[config.mk]
export PLATFORM = sky130hd
export DESIGN_NAME = word_serializer
export DESIGN_NICKNAME = d
export VERILOG_FILES = /design/src/rtl/serializer_pkg.sv /design/src/rtl/word_par_gen.sv /design/src/rtl/word_serializer.sv
export SDC_FILE = /design/constraint.sdc
export NUM_CORES = 1
export LEC_CHECK = 0
export ABC_AREA = 0
export BUFFER_PORTS_ARGS = -buffer_cell sky130_fd_sc_hd__buf_2
export CELL_PAD_IN_SITES_DETAIL_PLACEMENT = 1
export CELL_PAD_IN_SITES_GLOBAL_PLACEMENT = 2
export CORE_MARGIN = 8
export CORE_UTILIZATION = 33
export DETAILED_ROUTE_END_ITERATION = 7
export PLACE_DENSITY_LB_ADDON = 0.2
export SLEW_MARGIN = 20
export SYNTH_ARGS = -nofsm -noshare
export SYNTH_HDL_FRONTEND = slang
export SYNTH_SLANG_ARGS = --single-unit
[constraint.sdc]
create_clock -name clock -period 2.3 [get_ports clock]
set_clock_uncertainty 0.2 [all_clocks]
set_input_delay 0.115 -clock clock [delete_from_list [all_inputs] [get_ports clock]]
set_output_delay 0.115 -clock clock [all_outputs]
set_load 0.02 [all_outputs]
[src/rtl/serializer_pkg.sv]
// Shared types and constants for the word serializer.
package serializer_pkg;
  localparam int unsigned DEFAULT_WIDTH = 16;

  typedef enum logic [1:0] {
    IDLE,
    SHIFT,
    PAR
  } state_t;
endpackage

[src/rtl/word_par_gen.sv]
// Combinational even-parity reduction: output is the XOR of all data bits.
module word_par_gen
  import serializer_pkg::*;
#(
  parameter int unsigned WIDTH = DEFAULT_WIDTH
) (
  input  logic [WIDTH-1:0] data,
  output logic             parity
);
  assign parity = ^data;
endmodule

[src/rtl/word_serializer.sv]
// Parallel-to-serial converter with ready/valid on both sides, optional
// trailing even-parity bit and zero-bubble back-to-back frames.
module word_serializer
  import serializer_pkg::*;
#(
  parameter int unsigned WIDTH     = DEFAULT_WIDTH,
  parameter bit          LSB_FIRST = 1'b1,
  parameter bit          PARITY_EN = 1'b0
) (
  input  logic             clock,
  input  logic             r,
  input  logic [WIDTH-1:0] in_data,
  input  logic             in_valid,
  output logic             in_ready,
  output logic             ser_out,
  output logic             ser_valid,
  input  logic             ser_ready,
  output logic             ser_first,
  output logic             ser_last,
  output logic             busy
);
  localparam int unsigned   CW   = $clog2(WIDTH);
  localparam logic [CW-1:0] LAST = CW'(WIDTH - 1);

  state_t           state_q, state_d;
  logic [CW-1:0]    cnt_q;
  logic [WIDTH-1:0] sreg_q;
  logic             par_q;
  logic             par_in;
  logic             ready_en_q;
  logic             accept, beat, load, advance, final_beat;

  word_par_gen #(.WIDTH(WIDTH)) u_par (
    .data   (in_data),
    .parity (par_in)
  );

  always_ff @(posedge clock or negedge r) begin
    if (!r) state_q <= IDLE;
    else    state_q <= state_d;
  end

  always_comb begin
    state_d    = state_q;
    ser_out    = 1'b0;
    ser_valid  = 1'b0;
    ser_first  = 1'b0;
    ser_last   = 1'b0;
    final_beat = 1'b0;
    load       = 1'b0;
    advance    = 1'b0;
    in_ready   = 1'b0;
    accept     = 1'b0;
    beat       = 1'b0;

    case (state_q)
      SHIFT: begin
        ser_valid  = 1'b1;
        ser_out    = LSB_FIRST ? sreg_q[0] : sreg_q[WIDTH-1];
        ser_first  = (cnt_q == '0);
        ser_last   = !PARITY_EN && (cnt_q == LAST);
        final_beat = ser_last;
      end
      PAR: begin
        ser_valid  = 1'b1;
        ser_out    = par_q;
        ser_last   = 1'b1;
        final_beat = 1'b1;
      end
      default: ;
    endcase

    // ready_en_q holds in_ready low until the first edge after reset release
    in_ready = ready_en_q && ((state_q == IDLE) || (final_beat && ser_ready));
    accept   = in_valid && in_ready;
    beat     = ser_valid && ser_ready;

    if (accept) begin
      state_d = SHIFT;
      load    = 1'b1;
    end else if (beat) begin
      if (state_q == SHIFT && cnt_q != LAST) advance = 1'b1;
      else if (state_q == SHIFT && PARITY_EN) state_d = PAR;
      else state_d = IDLE;
    end
  end

  assign busy = (state_q != IDLE);

  // The outgoing bit always sits at one fixed end of sreg_q, so it is shifted
  // toward that end on every completed data beat.
  always_ff @(posedge clock or negedge r) begin
    if (!r) begin
      cnt_q      <= '0;
      sreg_q     <= '0;
      par_q      <= 1'b0;
      ready_en_q <= 1'b0;
    end else begin
      ready_en_q <= 1'b1;
      if (load) begin
        cnt_q  <= '0;
        sreg_q <= in_data;
        par_q  <= par_in;
      end else if (advance) begin
        cnt_q  <= cnt_q + CW'(1);
        sreg_q <= LSB_FIRST ? (sreg_q >> 1) : (sreg_q << 1);
      end else if (beat && state_q == SHIFT) begin
        cnt_q <= '0;
      end
    end
  end
endmodule

==> results by group <==
Yosys
  – Number of distinct library cells after synthesis: 29
  – Post-Synthesis Cells: 121
  – Synth area leader: dfrtp_1
  – Syn Nets: 143
  – Number of synthesized register bits: 22
  – Mapped Area: 1245 um^2
  – YS warnings: 0
  – Top FF cell, synth: dfrtp_1
  – Area share of the largest cell type after synthesis: 44.22%
  – Asr flop ratio synth: 100.0%
  – Synth area leaders: dfrtp_1 44%, o221ai_2 12%, nand3_1 6.4%, o21ai_0 6.0%, inv_1 5.4%
  – Top cells by count, synth: 22 x dfrtp_1, 18 x inv_1, 16 x nand3_1
  – EDFF count, synth: 0
  – Sequential area share after synthesis: 44.22%
  – Cell with the most instances after synthesis: dfrtp_1
  – Syn Area/Cell: 10.29 um^2

Clock tree
  – Root Buffer Master: clkbuf_8
  – TritonCTS buffer count: 3
  – CTS Buffer Depth: 2
  – Total clock sinks: 22
  – Post-CTS setup buffers: 0
  – CTS tree: yes
  – CTS clk-pin slew, worst paths: 80 ps
  – Clk_lat worst skew: 260 ps
  – CTS resizes: 0
  – H-Tree Depth: 1

Setup path
  – Crit. End Element: flop
  – WP buf/inv: 0
  – R2R Setup Slk: 390 ps
  – Crit path cell chain: ha_1, nand4_1, a21o_2, mux2_4
  – Kind of critical path: flop to flop
  – Startpoint Class: flop
  – Crit path max-delay family: compound AO/OA/AOI/OAI gates
  – Slowest CP cell: a21o_2
  – Crit-path max FO: 16
  – Largest stage delay, worst path: 430 ps
  – Required time of the worst setup path: 2250 ps
  – Worst EP arrival: 1870 ps

GRT
  – Antenna violations before repair: 0
  – Gr usage total: 11.41%
  – Global-route wire length before repair: 5.637 mm
  – Vias in the first global route: 1165
  – Largest net degree at the start of global routing: 23
  – Total grt overflow: 0

Timing
  – Slew HR: 64.53%
  – Shortest period the worst path allows: 1915 ps
  – Period utilization: 83.26%
  – Peak Freq: 522.2 MHz
  – Setup violators final: 0
  – Slew @ Worst Pin: 532.0 ps
  – Minimum hold slack: 19.70 ps
  – Setup TNS: 0 ps
  – Final hold viol count: 0
  – RSZ-0062 raised after global routing: false
  – Max-slew violations: 0
  – Final worst slack: 385.1 ps

Die
  – Die height: 77.42 um
  – Die ar.: 5994 um^2
  – Row cnt: 22
  – Core ar.: 3633 um^2
  – Die width: 77.42 um
  – Initial core utilization: 34.26%
  – Top Ports: 26

Placement
  – Pre-CTS setup slack: 387.5 ps
  – Placer Congestion: 0.7750
  – Detailed placement HPWL: 2.128 mm
  – Port bufs: 25

Routing
  – Post-route DRC: 0
  – DR iter-0 viols: 39
  – WL final: 3.310 mm
  – Vias/cell: 5.115
  – Total number of vias: 1064
  – Wire per inst: 15.91 um
  – Final ANT Viol Nets: 0
  – First-pass detailed-route iteration total: 4

Cells and area
  – Post-Route Utilization: 44.18%
  – Fill cells: 428
  – Layout Nets: 183
  – Layout cell share with drive strength beyond 1: 30.00%
  – Layout Area Growth over Synthesis: 28.94%
  – Antenna diodes: 0

Worst hold path
  – Type of the most critical hold path: input pin to flop

Status
  – Outcome: complete, no violations

Run
  – Max-cap violation count: 0

Pwr
  – VDD IR-drop max: 0.4399 mV
  – Pleak: 0.7609 nW
  – PwrDens: 743.2 nW/um^2
cell type report:
cell class,count,area [um^2],area share (%)
multi-input cells,71,554.3,34.53
flip-flops and latches,22,550.5,34.29
repair buffers,45,317.8,19.80
inverters,18,67.56,4.209
well taps,48,60.06,3.741
clock buffers,4,55.05,3.429
layout by cell type, fill, tap and decap left out, drive strengths merged:
master and count:
nand3 17, a21o 1, nand2 3, dlygate4sd3 17
ha 2, nor4b 1, a22o 3, dfrtp 22
nor2 1, and2b 1, clkbuf 4, conb 1
mux2 2, o21ai 15, nand4 1, o221ai 15
a21boi 1, a31oi 1, xor2 1, inv 18
and2 4, xnor2 1, buf 28
per-layer routing:
layer	vias to the layer above	wire length, um	global-route usage (%)	share of wire, %
met5	-	0	0	0
met4	0	19	2.264	0.57
met3	2	131	3.456	4.0
met2	19	1695	19.71	51
met1	532	1464	13.63	44
li1	511	-	-	-
final timing paths:
| check | start | to | depth (start not counted) |
|---|---|---|---|
| max | cnt_q[0] | sreg_q[15] | 4 |
| min | ser_ready | state_q[0] | 4 |
| max reg2reg | cnt_q[0] | sreg_q[15] | 4 |
| min reg2reg | sreg_q[8] | sreg_q[7] | 2 |
| max in group asynchronous | r | sreg_q[10] | 2 |
| min in group asynchronous | r | sreg_q[4] | 2 |
registers in the layout (all words and copies together), names as in the netlist:
| register | cells |
|---|---|
| ready_en_q | 1 |
| sreg_q | 16 |
| state_q | 1 |
| cnt_q | 4 |
report_power, final:
group          internal, mW  switching, mW
combinational         0.170          0.191
clock                 0.153          0.130
sequential            0.471         0.0780
worst min-delay path, stage by stage:
cell and delay [ps]:
buf_2 110, nand4_1 90, nand2_1 80, nand2_1 60
stage by stage:
stage          cell area [um^2]  instances  power, mW
6_report                   1605        208      1.193
3_5_place_dp               1380        187     0.8970
4_1_cts                    1605        208      1.210
5_1_grt                    1605        208      1.272
3_3_place_gp               1380        187     0.8845
2_1_floorplan              1245        121     0.8064
cell families after synthesis:
family	share of synthesized area, %
xor+xnor	1.407
other cells	0.3012
simple gates	13.07
mux	2.110
compound gates	25.63
fa+ha+maj	2.010
flops	44.22
buf+inv	11.26
what timing repair did:
| item | 4_1_cts | 5_1_grt |
|---|---|---|
| endpoints found under the hold margin | 38 | 0 |
| endpoints found under the setup margin | 0 | 0 |
| hold buffers | 17 | 0 |
Power figures use the tool's default switching activity.
